==> config.mk <==
export PLATFORM = sky130hd
export DESIGN_NAME = mem_stage
export DESIGN_NICKNAME = d
export VERILOG_FILES = /design/src/rtl/mem_stage_pkg.sv /design/src/rtl/mem_timeout_counter.sv /design/src/rtl/mem_stage.sv
export SDC_FILE = /design/constraint.sdc
export NUM_CORES = 1
export LEC_CHECK = 0
export BUFFER_PORTS_ARGS = -buffer_cell sky130_fd_sc_hd__buf_2
export CORE_UTILIZATION = 45
export CTS_BUF_LIST = sky130_fd_sc_hd__clkbuf_8
export CTS_CLUSTER_SIZE = 24
export DETAILED_ROUTE_END_ITERATION = 6
export PLACE_DENSITY = 0.76
export RECOVER_POWER = 100
export SETUP_SLACK_MARGIN = 0.1
export SKIP_LAST_GASP = 1
export SLEW_MARGIN = 5
export SYNTH_ARGS = -nofsm -noshare
export SYNTH_HDL_FRONTEND = slang
export SYNTH_SLANG_ARGS = --single-unit
==> constraint.sdc <==
create_clock -name clk -period 1.4 [get_ports clk]
set_input_delay 0.21 -clock clk [delete_from_list [all_inputs] [get_ports clk]]
set_output_delay 0.21 -clock clk [all_outputs]
set_load 0.01 [all_outputs]
==> src/rtl/mem_stage_pkg.sv <==
// rtl/mem_stage_pkg.sv - shared types and widths for the memory pipeline stage
package mem_stage_pkg;

  localparam int DATA_BITS = 24;
  localparam int DEST_BITS = 4;

  typedef enum logic {
    IDLE   = 1'b0,
    ACCESS = 1'b1
  } state_e;

  // Memory op latched on entry to ACCESS; the address is a slice of alu_result
  typedef struct packed {
    logic                 we;
    logic                 wbe;
    logic [DEST_BITS-1:0] dest;
    logic [DATA_BITS-1:0] wdata;
    logic [DATA_BITS-1:0] alu_result;
  } mem_op_t;

endpackage

==> src/rtl/mem_timeout_counter.sv <==
// rtl/mem_timeout_counter.sv - 8-bit cycle counter flagging the last allowed ACCESS cycle
module mem_timeout_counter (
  input  logic       clk_i,
  input  logic       rst_i,
  input  logic       clear_i,
  input  logic       enable_i,
  input  logic [7:0] limit_i,
  output logic       expire_o
);

  logic [7:0] count_q;
  logic [7:0] count_d;

  // Clear has priority so each new access starts counting from zero
  always_comb begin
    count_d = count_q;
    if (clear_i) begin
      count_d = 8'd0;
    end else if (enable_i) begin
      count_d = count_q + 8'd1;
    end
  end

  // Count register with synchronous active-low reset
  always_ff @(posedge clk_i) begin
    if (!rst_i) begin
      count_q <= 8'd0;
    end else begin
      count_q <= count_d;
    end
  end

  // High during the cycle in which the stage must give up if no ack arrives
  assign expire_o = enable_i && (count_q == (limit_i - 8'd1));

endmodule

==> src/rtl/mem_stage.sv <==
// rtl/mem_stage.sv - pipeline MEM stage with stalling memory access and timeout abort
module mem_stage
  import mem_stage_pkg::*;
#(
  parameter int ADDR_BITS = 16,
  parameter int TIMEOUT   = 15
) (
  input  logic                 clk,
  input  logic                 rst,
  input  logic                 in_valid,
  input  logic                 writeback_enable,
  input  logic                 mem_read_enable,
  input  logic                 mem_write_enable,
  input  logic [DEST_BITS-1:0] instruction_dest,
  input  logic [DATA_BITS-1:0] alu_result,
  input  logic [DATA_BITS-1:0] write_data,
  output logic                 stall,
  output logic                 mem_req,
  output logic                 mem_we,
  output logic [ADDR_BITS-1:0] mem_addr,
  output logic [DATA_BITS-1:0] mem_wdata,
  input  logic                 mem_ack,
  input  logic [DATA_BITS-1:0] mem_rdata,
  output logic                 wb_valid,
  output logic                 writeback_enable_out,
  output logic [DEST_BITS-1:0] instruction_dest_out,
  output logic [DATA_BITS-1:0] wb_data,
  output logic                 mem_error
);

  localparam logic [7:0] TIMEOUT_LIMIT = 8'(TIMEOUT);

  state_e               state_q, state_d;
  mem_op_t              op_q, op_d;
  logic                 wb_valid_q, wb_valid_d;
  logic                 wbe_q, wbe_d;
  logic [DEST_BITS-1:0] dest_q, dest_d;
  logic [DATA_BITS-1:0] data_q, data_d;
  logic                 err_q, err_d;
  logic                 stall_raw;
  logic                 expire;
  logic                 in_access;

  assign in_access = (state_q == ACCESS);

  mem_timeout_counter u_timeout (
    .clk_i    (clk),
    .rst_i    (rst),
    .clear_i  (!in_access),
    .enable_i (in_access),
    .limit_i  (TIMEOUT_LIMIT),
    .expire_o (expire)
  );

  // Next state, op capture, writeback fields and stall request
  always_comb begin
    state_d    = state_q;
    op_d       = op_q;
    wb_valid_d = 1'b0;
    wbe_d      = 1'b0;
    dest_d     = dest_q;
    data_d     = data_q;
    err_d      = err_q;
    stall_raw  = 1'b0;
    case (state_q)
      IDLE: begin
        if (in_valid) begin
          if (mem_read_enable || mem_write_enable) begin
            // A read+write combination is treated as a write
            stall_raw        = 1'b1;
            op_d.we          = mem_write_enable;
            op_d.wbe         = writeback_enable;
            op_d.dest        = instruction_dest;
            op_d.wdata       = write_data;
            op_d.alu_result  = alu_result;
            state_d          = ACCESS;
          end else begin
            wb_valid_d = 1'b1;
            wbe_d      = writeback_enable;
            dest_d     = instruction_dest;
            data_d     = alu_result;
          end
        end
      end
      ACCESS: begin
        if (mem_ack) begin
          state_d    = IDLE;
          wb_valid_d = 1'b1;
          wbe_d      = op_q.wbe;
          dest_d     = op_q.dest;
          data_d     = op_q.we ? op_q.alu_result : mem_rdata;
        end else if (expire) begin
          // Abort: retire the instruction without a register write
          state_d    = IDLE;
          wb_valid_d = 1'b1;
          err_d      = 1'b1;
        end else begin
          stall_raw = 1'b1;
        end
      end
      default: state_d = IDLE;
    endcase
  end

  // State, captured op and registered writeback outputs
  always_ff @(posedge clk) begin
    if (!rst) begin
      state_q    <= IDLE;
      op_q       <= '0;
      wb_valid_q <= 1'b0;
      wbe_q      <= 1'b0;
      dest_q     <= '0;
      data_q     <= '0;
      err_q      <= 1'b0;
    end else begin
      state_q    <= state_d;
      op_q       <= op_d;
      wb_valid_q <= wb_valid_d;
      wbe_q      <= wbe_d;
      dest_q     <= dest_d;
      data_q     <= data_d;
      err_q      <= err_d;
    end
  end

  assign stall                = rst && stall_raw;
  assign mem_req              = rst && in_access;
  assign mem_we               = op_q.we;
  assign mem_addr             = op_q.alu_result[ADDR_BITS-1:0];
  assign mem_wdata            = op_q.wdata;
  assign wb_valid             = wb_valid_q;
  assign writeback_enable_out = wbe_q;
  assign instruction_dest_out = dest_q;
  assign wb_data              = data_q;
  assign mem_error            = err_q;

endmodule

# ---- Yosys cells after proc, flatten, opt, wreduce, memory -nomap -nowiden
# Cells that the tools add are included.
# W data, S select, Z words.
dict set report op_classes {
  div_mod_pow 0
  reduce_logical 8
  n_bitwise 2
  eq_ne 4
  shift 0
  add_sub_neg 1
  n_mux 23
  n_lt_le_gt_ge 0
  n_mul 0
}
# op n
set op_table {}
lappend op_table {{$mux W24} 4}
lappend op_table {{$pmux W24 S2} 1}
lappend op_table {{$mux W4} 3}
lappend op_table {{$mux W1} 11}
lappend op_table {{$reduce_and A3 Y1} 3}
lappend op_table {{$add A8 B1 Y8 const B} 1}
lappend op_table {{$eq A8 B4 Y1 const B} 1}
lappend op_table {{$pmux W4 S2} 1}
lappend op_table {{$ne A2 B2 Y1 const B} 3}
lappend op_table {{$pmux W1 S2} 3}
lappend op_table {{$logic_and A1 B1 Y1} 3}
lappend op_table {{$not A1 Y1} 2}
lappend op_table {{$reduce_and A2 Y1} 1}
lappend op_table {{$logic_or A1 B1 Y1} 1}
dict set report totals {
  regBits 94
  out_inout_bits 74
  mem_bits_ro 0
  latch_bits 0
  mem_count 0
  inputBits 83
  mem_bits_rw 0
}

# ---- Depth between registers and ports, before layout
# Gate-level depths: netlist (run 1).
dict set report depth {
  ltp_word 6
  mapped_depth 6
}

# ---- Cells and area by module
# From an unflattened synthesis (run 1), not the netlist that was laid out.
dict set report hier_totals {
  hier_cells 514
  area_unflattened_um2 4600.7
}
# mod n_inst cells_per_inst area_each_um2 seq_area_each_um2
set by_module_without_submodules {}
lappend by_module_without_submodules {mem_stage 1 439 4001.3 1721.7}
lappend by_module_without_submodules {mem_timeout_counter 1 75 599.3 160.2}

# ---- Worst setup path before layout (run 1)
# OpenSTA, ideal clock, no wires.
dict set report synth_path {
  kind {register to register}
  from {register op_q, in the netlist mem_we}
  to {register data_q[10], in the netlist wb_data[10]}
  period_less_slack_ns 1.442
  path_stages_with_launch 6
  arrival_ns 1.320
  required_ns 1.278
  setup_slack_ns -0.042
  cell_sequence {dfxtp_1 > buf_2 > buf_2 > mux2i_1 > nor2_1 > a221o_1}
}
dict set report synth_via {
  elab_chain_len 3
}
# element line
set synth_lines {}
lappend synth_lines {{from (decl)} mem_stage.sv:34} ;# mem_op_t op_q, op_d;
lappend synth_lines {{from (signal assigned)} mem_stage.sv:117} ;# op_q <= op_d;
lappend synth_lines {{$mux W24} mem_stage.sv:91} ;# data_d = op_q.we ? op_q.alu_result : mem_rdata;
lappend synth_lines {{$mux W24} mem_stage.sv:86} ;# if (mem_ack) begin
lappend synth_lines {{$pmux W24 S2} mem_stage.sv:65} ;# case (state_q)
lappend synth_lines {{to (signal assigned)} mem_stage.sv:121} ;# data_q <= data_d;
lappend synth_lines {{to (decl)} mem_stage.sv:38} ;# logic [DATA_BITS-1:0] data_q, data_d;
# No other way between the ends. The select of a mux whose other input is x is not followed.
# A chain may end at the register's enable or synchronous reset.

# ---- Final worst setup path (run 1)
dict set report layout_path {
  from {register state_q, in the netlist in_access}
  to {output stall}
}
dict set report layout_via {
  elab_chain_len 5
  elab_cells_between_ends 6
  cone_classes {mux: 3; bitwise: 1; reduce/logical: 2}
}
# element line
set layout_lines {}
lappend layout_lines {{from (decl)} mem_stage.sv:33} ;# state_e state_q, state_d;
lappend layout_lines {{from (signal assigned)} mem_stage.sv:116} ;# state_q <= state_d;
lappend layout_lines {{$logic_and A1 B1 Y1} mem_timeout_counter.sv:34} ;# assign expire_o = enable_i && (count_q == (limit_i - 8'd1));
lappend layout_lines {{$mux W1} mem_stage.sv:92} ;# end else if (expire) begin
lappend layout_lines {{$mux W1} mem_stage.sv:86}
lappend layout_lines {{$pmux W1 S2 *} mem_stage.sv:65}
lappend layout_lines {{$logic_and A1 B1 Y1 *} mem_stage.sv:126} ;# assign stall = rst && stall_raw;
lappend layout_lines {{to (decl)} mem_stage.sv:17} ;# output logic stall,
# Mark *: on every way between the ends. The rest lies on a longest branch, timed or not.

==> results.yml, run 1 <==
outcome:
  status: "finished with violations"
  violations: "setup timing"
detailed_routing:
  viasPerCell: 5.53
  vias: 4161
  wl_per_cell_um: 17.8
  drc: 0
  wl_um: 13400
  dr.pass1.iters: 5
  drt_iter0_drc: 200
  ant_nets: 0
yosys:
  synthMuxAreaShare: 0.0644
  syn-cell-area_um2: 4350
  ys_warn_count: 0
  synth_xor_area_frac: 0.00603
  synth.avg_cell_area_um2: 9.13
  netlist-cell-type-count: 32
  yosysTopAreaCell: "dfxtp_1"
  synth_top_family_by_area: "compound AO/OA/AOI/OAI gates"
  synth_nets: 562
  synthCells: 477
  synth_top_area_share: 0.432
  yosys.area_share.simple: 0.130
  synth_compound_area_frac: 0.241
  synth_fa_ha_area_frac: 0.00575
  ys_ff_latch: 94
  ys_seq_area_frac: 0.432
  synth.area.top_cells: "dfxtp_1 43%, buf_4 7.6%, o21ai_0 7.2%"
critical_path:
  crit_path_start_kind: "flop"
  slowest_delay_ns: 0.37
  worstSetupPathType: "flop to output port"
  cp_cell_sequence: "buf_6, nor4b_4, nand4_1, a32o_2, buf_6"
  timing.critical_path.mode_cell: "buf_6"
  cp_data_arrival_time_ns: 1.53
  critPathBufInv: 2
  worstSetupEndpointType: "output port"
  crit_path_max_fanout: 4
  critPathRequiredTime_ns: 1.19
  path_delay_family: "flip-flops"
  critPathSlowestCell: "dfxtp_4"
floorplanning:
  die_y_um: 100
  rows: 35
  coreArea_um2: 9330
  dieArea_um2: 10100
  die_x_um: 100
  initial_core_util: 0.467
  io_pins: 157
cts:
  tritoncts: "yes"
  cts_root_buf: "clkbuf_8"
  path_clk_slew_ns: 0.10
  worst_skew_pair.late_latency_ns: 0.36
  cts_buffers: 9
  clockBufferDepth: 2
  clkSinkCount: 94
  cts_htree_levels: 3
placement:
  dp.final_hpwl_um: 7920
  place.gp.congestion: 0.812
  io_buffers: 156
  place_ws_ns: -0.368
worst_hold_path:
  hp-class: "input pin to flop"
final_layout:
  fillers: 738
  area_growth_syn_to_layout_pct: 42.2
  drive_gt1_frac: 0.484
  final_cell_mix: "155 x buf_2, 88 x dfxtp_1, 47 x o21ai_0, 44 x a21boi_1, 32 x nand3_2"
  diodes: 0
  final_common_cell: "buf_2"
  num-nets-final: 705
  final_util: 0.664
pwr:
  power_density_nw_per_um2: 1000
  ir_drop_uv: 659
  cellLeakagePower_nw: 2.67
grt:
  antenna_found_initial: 0
  grt_max_degree: 45
  grt_pass1_wl_um: 18700
  grt_usage: 0.236
  grt_pass1_vias: 3883
  grt_overflow: 0
timing:
  fin_crit_sh: 1.24
  tns_ns: -8.79
  slew_headroom: 0.510
  fin_skew_ns: 0.0128
  period_needed_ns: 1.74
  fmax_mhz: 575
  tightest_slew_ns: 0.735
  fin_ws_ns: -0.340
  timing.hold.ws_ns: 0.0865
  drv_slew: 0
  finalHoldViolations: 0
  setup_viol: 68
  rsz0062_at_grt: "true"
flow_run:
  maxCapViolations: 0
==> layout make-up <==
type,count,area [um^2],share of cell area
multi-input combinational,297,2310,0.373
inverter,4,15.0,0.00242
clock buffer,10,138,0.0222
sequential,94,1890,0.305
tap,129,161,0.0261
clock inverter,5,83.8,0.0135
timing repair buffer,214,1590,0.257
==> worst paths after layout <==
check | startpoint | end | cells past startpoint | slack, ns
worst min register to register | op_q[52] | writeback_enable_out | 2 | 0.47
worst max-delay path | in_access | stall | 5 | -0.34
worst max register to register | in_access | wb_data[13] | 8 | -0.30
worst min-delay path | alu_result[1] | wb_data[1] | 2 | 0.09
==> kinds of logic (layout without fill, tap and decap cells) <==
kind of cell,Yosys count,count (layout)
AO/OA/AOI/OAI,152,152
AND/OR/NAND/NOR,111,112
flip-flops,94,94
buffers and inverters,87,233
multiplexers,28,28
XOR/XNOR,3,3
adder cells (fa/ha/maj),2,2
==> power by group <==
part	switching (mW)	internal, mW	leakage [nW]
sequential	0.0869	2.82	0.771
clock	0.966	1.05	0.105
combinational	0.645	0.638	1.80
total	1.70	4.51	2.67
==> sequential cells by signal, indices dropped and copies added, names as in the netlist <==
| signal | flops |
|---|---|
| writeback_enable_out | 1 |
| instruction_dest_out | 4 |
| wb_data | 24 |
| mem_error | 1 |
| wb_valid | 1 |
| op_q | 13 |
| mem_we | 1 |
| mem_addr | 16 |
| mem_wdata | 24 |
| in_access | 1 |
| u_timeout.count_q | 8 |
==> Yosys cell counts (all sizes together) <==
master,instances
dfxtp,94
o21ai,63
buf,62
nand3,58
a21boi,55
nor2,31
mux2i,28
a221o,24
clkbuf,21
nand2,6
a21oi,4
inv,4
o311a,4
or3,3
a32o,2
and2,2
ha,2
nand2b,2
nand4,2
nor2b,2
nor4b,2
xor2,2
and3b,1
nor3b,1
or2,1
xnor2,1
==> through the flow <==
stage,instance area [um^2],instances,power (mW)
after floorplan,4380,477,3.57
after global placement,5130,710,3.89
after detailed placement,5130,710,3.92
after CTS,5610,737,6.00
after global routing,6190,753,6.45
final,6190,753,6.21
==> what timing repair did <==
| item | 4_1_cts | 5_1_grt |
|---|---|---|
| setup buffers | 8 | 10 |
| pin swaps | 7 | 90 |
| hold buffers | 0 | 0 |
| resized for setup | 20 | 132 |
| gates cloned | 4 | 6 |
| setup endpoints to repair | 33 | 85 |
==> metal layers <==
| layer | GRT usage | wire length (um) | vias to the layer above | share of wire |
|---|---|---|---|---|
| met5 | 0 | 0 | - | 0 |
| met2 | 0.420 | 6750 | 177 | 0.50 |
| met1 | 0.281 | 5490 | 1997 | 0.41 |
| met3 | 0.0425 | 861 | 25 | 0.064 |
| met4 | 0.0936 | 308 | 0 | 0.023 |
| li1 | - | - | 1962 | - |
(Power assumes the default switching activity.)
==> run 2: changes to the inputs <==
--- a/config.mk
+++ b/config.mk
@@ -10,7 +10,7 @@
 export CTS_BUF_LIST = sky130_fd_sc_hd__clkbuf_8
 export CTS_CLUSTER_SIZE = 24
 export DETAILED_ROUTE_END_ITERATION = 6
-export PLACE_DENSITY = 0.76
+export PLACE_DENSITY = 0.84
 export RECOVER_POWER = 100
 export SETUP_SLACK_MARGIN = 0.1
 export SKIP_LAST_GASP = 1
==> run 2 against run 1 <==
- the flow still finishes with violations (setup timing)
- register-to-register slack hardly changed
- combinational power is 12% higher
- die area stayed put
- flip-flop and latch count stayed put
- first-iteration DRC count is 65% higher
- clock skew is 0.0026 ns lower
- critical path type unchanged
==> results.yml, run 2 (same netlist as run 1, synthesis figures left out) <==
outcome:
  status: "finished with violations"
  violations: "setup timing"
timing:
  fmax_mhz: 552
  fin_ws_ns: -0.412
  drv_slew: 0
  tightest_slew_ns: 0.627
  rsz0062_at_grt: "true"
  slew_headroom: 0.582
  period_needed_ns: 1.81
  tns_ns: -11.38
  fin_skew_ns: 0.0102
  finalHoldViolations: 0
  fin_crit_sh: 1.29
  setup_viol: 85
final_layout:
  final_common_cell: "buf_2"
  multiInputGateArea_um2: 2390
  fillers: 683
  stdcell_area_um2: 6360
  area_growth_syn_to_layout_pct: 46.1
  drive_gt1_frac: 0.534
  final_cell_mix: "154 x buf_2, 88 x dfxtp_1, 52 x a21boi_1, 48 x o21ai_2, 35 x nand3_1"
  diodes: 0
  seqCellArea_um2: 1890
  num-nets-final: 711
cts:
  path_clk_slew_ns: 0.10
  clockBufferDepth: 2
  cts_buffers: 9
  clkSinkCount: 94
  worst_skew_pair.late_latency_ns: 0.37
  cts_htree_levels: 3
  cts_root_buf: "clkbuf_8"
  tritoncts: "yes"
  postCtsHoldBufs: 0
critical_path:
  critPathRequiredTime_ns: 1.19
  worstSetupPathType: "flop to output port"
  cp_data_arrival_time_ns: 1.60
  crit_path_start_kind: "flop"
  worstSetupEndpointType: "output port"
  crit_path_max_fanout: 4
placement:
  place.gp.congestion: 0.873
  io_buffers: 156
  dp.final_hpwl_um: 7920
  placedInstanceArea_um2: 5120
worst_hold_path:
  hp-class: "input pin to flop"
detailed_routing:
  drt_iter0_drc: 329
  viasPerCell: 5.83
  wl_per_cell_um: 20.2
  m1WireLength_um: 5890
  drc: 0
  met3_length_um: 1190
  dr.pass1.iters: 5
  vias: 4431
  highest_layer: "met4"
  wl_um: 15300
  routed-wl-met2_um: 7680
  ant_nets: 0
pwr:
  cellLeakagePower_nw: 2.73
  power_density_nw_per_um2: 1010
  ir_drop_uv: 570
grt:
  grt_usage: 0.251
  grt_overflow: 0
  grt_max_degree: 46
  grt_pass1_wl_um: 19900
  antenna_found_initial: 0
  grt_pass1_vias: 4005
floorplanning:
  die_x_um: 100
  io_pins: 157
  die_y_um: 100
  dieArea_um2: 10100
  coreArea_um2: 9330
  rows: 35
  initial_core_util: 0.467
flow_run:
  maxCapViolations: 0
-- run 2: cell count changes in the layout (fill, tap and decap cells not counted), moves of 9 or more --
cell / change
o21ai_2: +43
nand3_1: +14
o21ai_0: -39
nand3_2: -10
o21ai_1: -9
-- run 2: through the flow --
stage	instances	setup slack (ns)	utilization	power [mW]	hold WS, ns
global route	760	-0.433	0.682	6.63	0.0783
floorplan	477	0.0799	-	3.57	0.349
CTS	739	-0.327	0.597	6.01	0.0749
detailed placement	711	-0.344	0.549	3.92	0.458
finish	760	-0.412	0.682	6.41	0.0791
global placement	711	-0.232	0.549	3.88	0.452
-- run 2: cell type report --
type / count / share of cell area
multi-input combinational: 297 / 0.375
sequential: 94 / 0.297
timing repair buffer: 220 / 0.265
tap: 129 / 0.0254
clock buffer: 9 / 0.0195
clock inverter: 7 / 0.0149
inverter: 4 / 0.00236
-- run 2: per-layer routing --
| metal | track usage | up-vias |
|---|---|---|
| li1 | - | 1995 |
| met1 | 0.309 | 2141 |
| met2 | 0.435 | 244 |
| met3 | 0.0515 | 51 |
| met4 | 0.0881 | 0 |
| met5 | 0 | - |
-- run 2: report_power, final --
| part | internal (mW) | switching (mW) | total, mW |
|---|---|---|---|
| clock network | 1.01 | 1.01 | 2.03 |
| logic | 0.711 | 0.728 | 1.44 |
| registers | 2.83 | 0.117 | 2.94 |
-- run 2: what timing repair did --
action,CTS,global route
pin swaps,4,62
resized for setup,20,196
endpoints found under the setup margin,36,90
gates cloned,4,13
buffers inserted,9,8
-- run 2: path summary, 6_finish.rpt --
| path | startpoint | endpoint | slack [ns] | cells after the start |
|---|---|---|---|---|
| min | alu_result[19] | wb_data[19] | 0.08 | 2 |
| max | u_timeout.count_q[6] | stall | -0.41 | 4 |
| max reg2reg | in_access | wb_data[18] | -0.30 | 7 |
| min reg2reg | mem_wdata[2] | mem_wdata[2] | 0.46 | 2 |
-- run 2: critical path: stages (launching register included) --
cell and delay [ns]:
dfxtp_2 0.36, nor4b_2 0.28, nand4_1 0.19, a32o_2 0.28
buf_6 0.12
